**src/rtl/life_pkg.sv**
```systemverilog
// rtl/life_pkg.sv - shared grid width, sequencer state encoding and still-life helper
package life_pkg;

    localparam int GRID_W = 64;

    typedef enum logic [1:0] {
        ST_IDLE  = 2'b00,
        ST_LOAD  = 2'b01,
        ST_RUN   = 2'b10,
        ST_PAUSE = 2'b11
    } life_state_t;

    // A grid that maps onto itself, or an empty grid, can never change again
    function automatic logic is_still(input logic [GRID_W-1:0] grid,
                                      input logic [GRID_W-1:0] grid_next);
        return (grid_next == grid) || (grid == '0);
    endfunction

endpackage

```
**src/rtl/life_sequencer_if.sv**
```systemverilog
// rtl/life_sequencer_if.sv - datapath handshake between sequencer (master) and grid datapath (slave)
interface life_sequencer_if;

    logic [life_pkg::GRID_W-1:0] grid;
    logic [life_pkg::GRID_W-1:0] grid_next;
    logic                        load;
    logic                        seed_sel;
    logic                        evolve;

    modport master (
        input  grid,
        input  grid_next,
        output load,
        output seed_sel,
        output evolve
    );

    modport slave (
        output grid,
        output grid_next,
        input  load,
        input  seed_sel,
        input  evolve
    );

endinterface

```
**src/rtl/life_tick_timer.sv**
```systemverilog
// rtl/life_tick_timer.sv - generation period counter; new period is latched on clear or wrap
module life_tick_timer #(
    parameter int PERIOD_W = 8
) (
    input  logic                clk,
    input  logic                rst_n,
    input  logic                clear,
    input  logic                enable,
    input  logic [PERIOD_W-1:0] period,
    output logic                wrap
);

    logic [PERIOD_W-1:0] count_q, count_d;
    logic [PERIOD_W-1:0] last_q, last_d;
    logic [PERIOD_W-1:0] period_last;

    // period 0 behaves as period 1
    assign period_last = (period == '0) ? '0 : period - PERIOD_W'(1);
    assign wrap        = enable && (count_q == last_q);

    always_comb begin
        count_d = count_q;
        last_d  = last_q;
        if (clear) begin
            count_d = '0;
            last_d  = period_last;
        end else if (wrap) begin
            count_d = '0;
            last_d  = period_last;
        end else if (enable) begin
            count_d = count_q + PERIOD_W'(1);
        end
    end

    always_ff @(posedge clk or negedge rst_n) begin
        if (!rst_n) begin
            count_q <= '0;
            last_q  <= '0;
        end else begin
            count_q <= count_d;
            last_q  <= last_d;
        end
    end

endmodule

```
**src/rtl/life_sequencer.sv**
```systemverilog
// rtl/life_sequencer.sv - Game of Life run/pause/step sequencer; LIFE_STILL_DETECT_EN adds still-life/extinction stop
module life_sequencer
    import life_pkg::*;
#(
    parameter int PERIOD_W = 8,
    parameter int GEN_W    = 16
) (
    input  logic                clk,
    input  logic                reset,
    input  logic                start,
    input  logic                stop,
    input  logic                step,
    input  logic                lfsr_begin,
    input  logic [PERIOD_W-1:0] period,
    life_sequencer_if.master    dp,
    output logic [GEN_W-1:0]    gen_count,
    output logic [1:0]          curr_state,
    output logic                done
);

    logic [1:0]  rst_sync_q, rst_sync_d;
    logic        rst_n;

    life_state_t state_q, state_d;
    logic        seed_sel_q, seed_sel_d;
    logic [GEN_W-1:0] gen_q, gen_d;
    logic        step_prev_q, step_prev_d;
    logic        step_rise;
    logic        evolve_req;
    logic        evolve;
    logic        load;
    logic        timer_clear;
    logic        timer_en;
    logic        wrap;

    // Assertion is immediate; release is delayed two edges so state cannot leave IDLE early
    assign rst_sync_d = {rst_sync_q[0], 1'b1};
    assign rst_n      = rst_sync_q[1];

    always_ff @(posedge clk or negedge reset) begin
        if (!reset) begin
            rst_sync_q <= 2'b00;
        end else begin
            rst_sync_q <= rst_sync_d;
        end
    end

    assign timer_en    = (state_q == ST_RUN) && !stop;
    assign timer_clear = (state_q == ST_IDLE) || (state_q == ST_LOAD) ||
                         ((state_q == ST_PAUSE) && start && !stop);
    assign step_rise   = step && !step_prev_q;
    assign step_prev_d = step;

    life_tick_timer #(
        .PERIOD_W (PERIOD_W)
    ) u_tick_timer (
        .clk    (clk),
        .rst_n  (rst_n),
        .clear  (timer_clear),
        .enable (timer_en),
        .period (period),
        .wrap   (wrap)
    );

`ifdef LIFE_STILL_DETECT_EN
    logic done_q, done_d;
`endif

    always_comb begin
        state_d    = state_q;
        seed_sel_d = seed_sel_q;
        gen_d      = gen_q;
        evolve_req = 1'b0;
        load       = 1'b0;
`ifdef LIFE_STILL_DETECT_EN
        done_d     = done_q;
`endif
        case (state_q)
            ST_IDLE: begin
                if (!stop && start) begin
                    state_d    = ST_LOAD;
                    seed_sel_d = lfsr_begin;
                end
            end
            ST_LOAD: begin
                load    = 1'b1;
                gen_d   = '0;
`ifdef LIFE_STILL_DETECT_EN
                done_d  = 1'b0;
`endif
                state_d = ST_RUN;
            end
            ST_RUN: begin
                if (stop) begin
                    state_d = ST_PAUSE;
                end else begin
                    evolve_req = wrap;
                end
            end
            ST_PAUSE: begin
                if (stop) begin
                    state_d = ST_IDLE;
                end else if (start) begin
                    state_d = ST_RUN;
                end else if (step_rise) begin
                    evolve_req = 1'b1;
                end
            end
            default: state_d = ST_IDLE;
        endcase

        evolve = evolve_req;
`ifdef LIFE_STILL_DETECT_EN
        if (evolve_req && is_still(dp.grid, dp.grid_next)) begin
            evolve  = 1'b0;
            done_d  = 1'b1;
            state_d = ST_IDLE;
        end
`endif
        if (evolve && (gen_q != {GEN_W{1'b1}})) begin
            gen_d = gen_q + GEN_W'(1);
        end
    end

    always_ff @(posedge clk or negedge rst_n) begin
        if (!rst_n) begin
            state_q     <= ST_IDLE;
            seed_sel_q  <= 1'b0;
            gen_q       <= '0;
            step_prev_q <= 1'b0;
`ifdef LIFE_STILL_DETECT_EN
            done_q      <= 1'b0;
`endif
        end else begin
            state_q     <= state_d;
            seed_sel_q  <= seed_sel_d;
            gen_q       <= gen_d;
            step_prev_q <= step_prev_d;
`ifdef LIFE_STILL_DETECT_EN
            done_q      <= done_d;
`endif
        end
    end

    assign dp.load     = load;
    assign dp.seed_sel = seed_sel_q;
    assign dp.evolve   = evolve;
    assign gen_count   = gen_q;
    assign curr_state  = state_q;
`ifdef LIFE_STILL_DETECT_EN
    assign done        = done_q;
`else
    assign done        = 1'b0;
`endif

endmodule

```
**src/flat_wrapper.sv**
```systemverilog
// flat-port wrapper written by rule: the top's interface ports become plain ports
module life_sequencer_flat import life_pkg::*;
#(
    parameter int PERIOD_W = 8,
    parameter int GEN_W    = 16
)
  (clk, reset, start, stop, step, lfsr_begin, period, gen_count, curr_state, done, dp_grid, dp_grid_next, dp_load, dp_seed_sel, dp_evolve);
  life_sequencer_if dp_i ();
  input  logic clk;
  input  logic reset;
  input  logic start;
  input  logic stop;
  input  logic step;
  input  logic lfsr_begin;
  input  logic [PERIOD_W-1:0] period;
  output logic [GEN_W-1:0] gen_count;
  output logic [1:0] curr_state;
  output logic done;
  input wire logic [$bits(dp_i.grid)-1:0] dp_grid;
  input wire logic [$bits(dp_i.grid_next)-1:0] dp_grid_next;
  output wire logic [$bits(dp_i.load)-1:0] dp_load;
  output wire logic [$bits(dp_i.seed_sel)-1:0] dp_seed_sel;
  output wire logic [$bits(dp_i.evolve)-1:0] dp_evolve;
  assign dp_i.grid = dp_grid;
  assign dp_i.grid_next = dp_grid_next;
  assign dp_load = dp_i.load;
  assign dp_seed_sel = dp_i.seed_sel;
  assign dp_evolve = dp_i.evolve;
  life_sequencer #(.PERIOD_W(PERIOD_W), .GEN_W(GEN_W)) u_core (.clk(clk), .reset(reset), .start(start), .stop(stop), .step(step), .lfsr_begin(lfsr_begin), .period(period), .dp(dp_i), .gen_count(gen_count), .curr_state(curr_state), .done(done));
endmodule
```
**config.mk**
```make
export PLATFORM = sky130hd
export DESIGN_NAME = life_sequencer_flat
export DESIGN_NICKNAME = d
export VERILOG_FILES = /design/src/rtl/life_pkg.sv /design/src/rtl/life_sequencer_if.sv /design/src/rtl/life_tick_timer.sv /design/src/rtl/life_sequencer.sv /design/src/flat_wrapper.sv
export SDC_FILE = /design/constraint.sdc
export NUM_CORES = 1
export LEC_CHECK = 0
export BUFFER_PORTS_ARGS = -buffer_cell sky130_fd_sc_hd__clkbuf_2
export CORE_MARGIN = 3
export CORE_UTILIZATION = 43
export DETAILED_ROUTE_END_ITERATION = 6
export PLACE_DENSITY = 0.95
export RECOVER_POWER = 25
export SYNTH_ARGS = -nofsm -noshare
export SYNTH_HDL_FRONTEND = slang
export SYNTH_HIERARCHICAL = 1
export SYNTH_SLANG_ARGS = --single-unit
```
**constraint.sdc**
```tcl
create_clock -name clk -period 5.9 [get_ports clk]
set_input_delay 1.18 -clock clk [delete_from_list [all_inputs] [get_ports clk]]
set_output_delay 1.18 -clock clk [all_outputs]
set_load 0.03 [all_outputs]
```
; ---- Word level (Yosys, flattened, before mapping)
; Index checks and enable logic that the tools add are counted.
[word_totals]
elab_cells = 55
regBits = 38
out_inout_bits = 22
[classes]
reduce_logical = 18
muxes = 19
n_eq_ne = 8
add_sub_neg = 3
[op_table]
columns = cell, count
row1 = $mux W8, 6
row2 = $mux W16, 2
row3 = $add A16 B1 Y16 const B, 1
row4 = $ne A16 B16 Y1 const B, 1
row5 = $add A8 B1 Y8 const B, 1
row6 = $eq A8 B8 Y1, 1
row7 = $logic_not A8 Y1, 1
row8 = $mux W2, 4
row9 = $pmux W2 S4, 1
row10 = $sub A8 B1 Y8 const B, 1
row11 = $logic_and A1 B1 Y1, 7
row12 = $mux W1, 5
row13 = $eq A2 B2 Y1 const B, 2
row14 = $ne A2 B2 Y1 const B, 2
row15 = $reduce_bool A2 Y1, 2
row16 = $ne A3 B3 Y1 const B, 1
row17 = $reduce_and A3 Y1, 1
row18 = $reduce_bool A3 Y1, 1
row19 = $eq A2 B1 Y1 const B, 1
row20 = $logic_not A1 Y1, 2
row21 = $logic_not A2 Y1, 1
row22 = $logic_or A1 B1 Y1, 2
row23 = $pmux W1 S2, 1
row24 = $reduce_and A2 Y1, 1

; ---- Logic depth before layout (Yosys ltp)
; Gate-level depths: netlist of the first run.
[logic_depth]
word_depth = 8
ltp_mapped = 11
mapped_depth_nobuf = 8

; ---- Hierarchy
; Netlist of the first run, hierarchy kept.
[by_module_without_submodules]
columns = mod, seq_area_each_um2, instances, cells_per_inst, area_per_inst_um2
row1 = life_sequencer, 550.5, 1, 123, 1189.9
row2 = life_tick_timer, 400.4, 1, 97, 996.0

; ---- Worst setup path before layout of the first run
; OpenSTA, ideal clock, no wires.
[synth_path]
kind = input to output
startpoint = input port stop
endpoint = output port dp_evolve
t_required_ns = 4.720
path_buffers = 1
t_arrival_ns = 2.315
stages = 7
setup_slack_ns = 2.405
path_cell_list = nor3b_1 > buf_2 > nand2_1 > nor3_1 > nor2b_1 > o21ai_1 > inv_1
[synth_via]
elab_chain_cells = 5
word_cells_on_any_way = 6
cone_classes = mux: 3 / reduce/logical: 3
[synth_lines]
columns = item, line
row1 = start: declaration, flat_wrapper.sv:12  ; input logic stop;
row2 = $logic_not A1 Y1, life_sequencer.sv:48  ; assign timer_en = (state_q == ST_RUN) && !stop;
row3 = $logic_and A1 B1 Y1, life_sequencer.sv:48
row4 = $logic_and A1 B1 Y1, life_tick_timer.sv:19  ; assign wrap = enable && (count_q == last_q);
row5 = via u_core.wrap, life_sequencer.sv:34  ; logic wrap;
row6 = $mux W1, life_sequencer.sv:94  ; if (stop) begin
row7 = $pmux W1 S2, life_sequencer.sv:78  ; case (state_q)
row8 = end: declaration, flat_wrapper.sv:23  ; output wire logic [$bits(dp_i.evolve)-1:0] dp_evolve;
; The timed path passes the listed nets, and every way through them passes these cells.

; ---- Final worst setup path of the first run
[layout_path]
startpoint = input port stop
endpoint = output port dp_evolve
[layout_via]
elab_chain_cells = 5
word_cells_on_any_way = 6
cone_classes = mux: 3 / reduce/logical: 3
[layout_lines]
columns = item, line
row1 = $logic_not A1 Y1, life_sequencer.sv:48
row2 = $logic_and A1 B1 Y1, life_sequencer.sv:48
row3 = via u_core.timer_en, life_sequencer.sv:33  ; logic timer_en;
row4 = $logic_and A1 B1 Y1, life_tick_timer.sv:19
row5 = via u_core.wrap, life_sequencer.sv:34
row6 = $mux W1, life_sequencer.sv:94
row7 = $pmux W1 S2, life_sequencer.sv:78
; The timed path passes the listed nets, and every way through them passes these cells.

==> results_dict.tcl, run 1 <==
set metrics [dict create \
    status "finished with violations" \
    failed_checks "capacitance limit, slew limit" \
    power_uw 881 \
    wl_per_cell_um 14.7 \
    grt_pass1_vias 1711 \
    htree_num_levels 2 \
    syn2layout_area_growth_pct 15.4 \
    ys_ff_latch 38 \
    dr.pass1.iters 4 \
    yosysSeqAreaShare_pct 43.5 \
    final-setup-viol-count 0 \
    hold_viol 0 \
    synthXorXnorAreaFrac_pct 7.61 \
    tightestPinTransition_ns 1.94 \
    start_kind "primary input" \
    worstSetupPathType "primary input to output port" \
    drt_iter0_drc 116 \
    fin_crit_ns 4.43 \
    min_path_type "register to register" \
    fin_nets 399 \
    holdWs_ns 0.363 \
    place_ws_ns 1.49 \
    fp.dieW_um 77.3 \
    synth_area_per_cell_um2 9.94 \
    grt_pass1_wl_um 7980 \
    end_kind "output port" \
    relSlewSlack_pct -29.3 \
    num_io_pins 164 \
    num_vias 1804 \
    clkSlewWorstSetupHoldPaths_ns 0.07 \
    cts_buffer_depth 2 \
    finalInstanceArea_mm2 0.00252 \
    antenna_cells 0 \
    synth_cell_types 47 \
    vdd_drop_max_uv 225 \
    cellPowerDensity_mw_per_mm2 349 \
    fin_crit_sh_pct 75.2 \
    postCtsSetupBuffers 0 \
    mostFrequentLayoutCell "dfrtp_1" \
    holdBufCountCts 0 \
    cts.sinks 38 \
    syn_inst 220 \
    netlist_area_mm2 0.00219 \
    drive_gt1_share_pct 24.0 \
    async_reset_ff_share_pct 100 \
    synth_compound_area_share_pct 13.7 \
    place_congestion 0.851 \
    viasPerCell 5.62 \
    leakage_uw 0.00113 \
    ctsResizeCount 0 \
    ys_top_cells_by_area "dfrtp_1 44%, xnor2_1 6.0%, nor2_1 3.8%, mux2_2 3.1%, nand2_1 2.9%" \
    start_util_pct 45.4 \
    worstPathMaxFanout 7 \
    timing.final.ws_setup_ns 1.47 \
    grt-ovfl-total 0 \
    fp-row-count 25 \
    final_cell_mix "38 x dfrtp_1, 34 x clkbuf_2, 22 x nor2_1, 17 x nand2_1, 15 x xnor2_1" \
    track_usage_pct 16.6 \
    place_hpwl_um 3350 \
    final_max_slew_viol_count 37 \
    max_cap_violations 1 \
    drc 0 \
    regArea_um2 951 \
    antenna_found_initial 0 \
    grt_max_degree 37 \
    setup-tns-final_ns 0 \
    synthFlopType "dfrtp_1" \
    synth_top_area_share_pct 43.5 \
    hold_depth 0 \
    cts_root_buffer "clkbuf_8" \
    die_area_mm2 0.00597 \
    yosys_warnings 6 \
    crit_required_ns 4.72 \
    synth_edf_count 0 \
    worst_r2r_path_depth 8 \
    clk_latency_ns 0.30 \
    synthAdderAreaFrac_pct 2.29 \
    fmax_mhz 225 \
    nFillCells 445 \
    wl_um 4730 \
    core_mm2 0.00482 \
    finClkSkew_ns 0.0104 \
    synthSimpleGateAreaFrac_pct 21.8 \
    multi_input_area_mm2 0.00114 \
    syn-num-nets 366 \
    cts_buffers 5 \
    cp_data_arrival_time_ns 3.25 \
    synthMuxAreaShare_pct 6.53 \
    port-buffer-count 34 \
    cts_tree "built" \
    grt_setup_unrepaired "no" \
    synth_top_family_by_area "simple AND/OR/NAND/NOR gates" \
    postPlaceCellArea_mm2 0.00239 \
    ant_nets 0 \
    yosys.area.top_type "dfrtp_1" \
    die_h_um 77.3 \
]
-- critical path, stage by stage --
cell	delay [ns]
clkbuf_2	0.13
nor3b_1	0.76
nand2_1	0.24
nor3_1	0.25
nor2b_1	0.16
o21ai_1	0.18
inv_1	0.14
clkbuf_2	0.21
-- per-stage QoR --
stage	cells	util [%]
2_1_floorplan	220	-
3_3_place_gp	313	49.6
3_5_place_dp	313	49.6
4_1_cts	321	52.4
5_1_grt	321	52.4
6_report	321	52.4
-- flip-flops by register name, indices dropped and copies added, names as in the netlist --
register	count
u_core/gen_count	16
u_core/u_tick_timer/count_q	8
u_core/u_tick_timer/last_q	8
u_core/curr_state	2
u_core/rst_sync_q	2
u_core/dp.seed_sel	1
u_core/step_prev_q	1
-- path summary, 6_finish.rpt --
| path | start | to | slack (ns) |
|---|---|---|---|
| setup / recovery | stop | dp_evolve | 1.47 |
| hold / removal | u_core/rst_sync_q[0] | u_core/rst_sync_q[1] | 0.36 |
| setup reg to reg | u_core/curr_state[0] | u_core/gen_count[12] | 2.29 |
| hold reg to reg | u_core/rst_sync_q[0] | u_core/rst_sync_q[1] | 0.36 |
| max in group asynchronous | u_core/rst_sync_q[1] | u_core/u_tick_timer/last_q[0] | 3.92 |
| min in group asynchronous | reset | u_core/rst_sync_q[0] | 0.66 |
-- power breakdown --
part / internal (uW) / switching [uW]
logic: 114 / 136
registers: 309 / 52.5
clock network: 169 / 99.5
total: 592 / 288
-- synthesized netlist by cell type (4+ instances only) --
| cell | instances |
|---|---|
| xor2_1 | 4 |
| dfrtp_1 | 38 |
| a41oi_1 | 5 |
| nand4_1 | 5 |
| a21oi_1 | 6 |
| mux2_2 | 6 |
| nand3_1 | 12 |
| nand2_1 | 17 |
| nor3_1 | 6 |
| and3_1 | 4 |
| nor2_1 | 22 |
| o21ai_0 | 7 |
| xnor2_1 | 15 |
| inv_1 | 9 |
| buf_4 | 6 |
| ha_1 | 4 |
| a31oi_1 | 10 |
-- area by class of cell --
cell class	count	share of cell area, %
Multi-Input combinational cell	164	45.3
Inverter	9	1.34
Sequential cell	38	37.7
Clock buffer	5	2.73
Tap cell	67	3.32
Clock inverter	3	2.73
Timing Repair Buffer	35	6.89
-- metal layers --
metal,part of all wire [%],wire length (um),GRT usage [%],up-vias
met5,0,0,0,-
met4,2.4,112,8.72,0
met3,5.8,273,4.34,14
met2,48,2260,26.1,69
met1,44,2080,20.9,866
li1,-,-,-,855
-- kinds of logic after synthesis --
logic type	Yosys count
buffers and inverters	18
xor gates and xnor gates	19
adders and majority gates	4
AOI/OAI and AO/OA	42
muxes	12
DFF	38
and+or+nand+nor	85
other	2
No activity file was read; power rests on OpenSTA's default activity.
==> run 2: changes to the inputs <==
- CORE_UTILIZATION: 43 -> 36
- PLACE_DENSITY: 0.95 -> 0.86
- clock period: 5.9 -> 3.8 ns (I/O delays scaled with it)
==> results_dict.tcl, run 2 (same netlist as run 1, synthesis figures left out) <==
set metrics [dict create \
    status "finished with violations" \
    failed_checks "capacitance limit, slew limit" \
    drive_gt1_share_pct 23.8 \
    min_path_type "primary input to async pin" \
    dp_cells 320 \
    start_util_pct 38.5 \
    num_io_pins 164 \
    cts_root_buffer "clkbuf_8" \
    wl_um 4660 \
    antenna_found_initial 0 \
    cts_buffers 5 \
    htree_num_levels 2 \
    worstSetupPathType "primary input to output port" \
    final_max_slew_viol_count 37 \
    largest_register_ff_count 16 \
    mostFrequentLayoutCell "dfrtp_1" \
    place_hpwl_um 3490 \
    clkSlewWorstSetupHoldPaths_ns 0.07 \
    cellPowerDensity_mw_per_mm2 499 \
    drc 0 \
    worstPathMaxFanout 7 \
    dr.pass1.iters 4 \
    track_usage_pct 13.5 \
    place_congestion 0.821 \
    hold_viol 0 \
    relSlewSlack_pct -27.1 \
    end_kind "output port" \
    postCtsSetupBuffers 0 \
    holdBufCountCts 0 \
    timing.rr.end "u_core/gen_count[10]" \
    grt_pass1_vias 1731 \
    grt_max_degree 37 \
    vdd_drop_max_uv 290 \
    final-setup-viol-count 0 \
    timing.rr.start "u_core/curr_state[0]" \
    cp_data_arrival_time_ns 2.34 \
    wl_per_cell_um 14.2 \
    antenna_cells 0 \
    ant_nets 0 \
    leakage_uw 0.00111 \
    ctsResizeCount 0 \
    grt_setup_unrepaired "no" \
    cts_buffer_depth 2 \
    syn2layout_area_growth_pct 14.3 \
    start_kind "primary input" \
    cts_tree "built" \
    setup-tns-final_ns 0 \
    core_mm2 0.00568 \
    tightestPinTransition_ns 1.91 \
    max_cap_violations 1 \
    grt-ovfl-total 0 \
    final_cell_mix "38 x dfrtp_1, 32 x clkbuf_2, 22 x nor2_1, 17 x nand2_1, 15 x xnor2_1" \
    die_area_mm2 0.00704 \
    worst_r2r_path_depth 9 \
    num_vias 1793 \
    rrSetupSlack_ns 0.92 \
    fmax_mhz 322 \
    finClkSkew_ns 0.00915 \
    fin_crit_sh_pct 81.6 \
    clk_latency_ns 0.28 \
    crit_required_ns 3.04 \
    cts.sinks 38 \
    crit_start "stop" \
    final_cells 328 \
    fin_crit_ns 3.10 \
    drt_iter0_drc 231 \
    fp.dieW_um 83.9 \
    fp-row-count 27 \
    grt_pass1_wl_um 7990 \
    viasPerCell 5.47 \
    die_h_um 83.9 \
    port-buffer-count 34 \
    fin_nets 401 \
]
[run 2: cell count changes in the layout (fill, tap and decap cells not counted), sizes merged]
cell / delta
clkbuf: +1
clkinvlp: +1
bufinv: -2
buf: +2
[run 2: through the flow]
step	util (%)	worst slack (ns)	cell area, um2	power [uW]	hold slack [ns]
global placement	42.5	0.765	2410	951	0.288
finish	44.0	0.697	2500	1250	0.263
detailed placement	42.5	0.620	2410	977	0.300
CTS	44.1	0.714	2500	1260	0.250
floorplan	-	1.14	2190	877	0.331
global route	44.0	0.543	2500	1330	0.250
[run 2: cell type report]
class / instances / area, um2
fill: 544 / 3180
multi-input combinational: 164 / 1140
sequential: 38 / 951
timing repair buffer: 37 / 186
tap: 72 / 90.1
clock buffer: 6 / 82.6
inverter: 9 / 33.8
clock inverter: 2 / 12.5
[run 2: metal layers]
layer | GRT usage [%] | vias to the layer above | wire length (um)
met5 | 0 | - | 0
met4 | 4.97 | 0 | 74
met3 | 4.15 | 6 | 362
met2 | 21.0 | 63 | 2200
met1 | 17.7 | 864 | 2030
li1 | - | 860 | -
[run 2: where the power goes]
group / leakage (uW) / switching, uW / internal (uW)
Combinational: 0.000568 / 221 / 184
Sequential: 0.000497 / 82.3 / 480
Clock: 0.0000472 / 134 / 146
[run 2: worst max path at each step]
stage / end / slack (ns) / cells past startpoint
5_1_grt: dp_evolve / 0.54 / 9
6_report: dp_evolve / 0.70 / 9
4_1_cts: dp_evolve / 0.71 / 9
2_1_floorplan: dp_evolve / 1.14 / 7
3_3_place_gp: u_core/gen_count[10] / 0.77 / 10
3_5_place_dp: u_core/gen_count[10] / 0.62 / 10
[run 2: critical path: stages]
cell      delay [ns]
clkbuf_2        0.13
nor3b_1         0.19
buf_4           0.19
nand2_1         0.11
nor3_1          0.21
nor2b_1         0.17
o21ai_1         0.20
inv_1           0.16
clkbuf_2        0.22
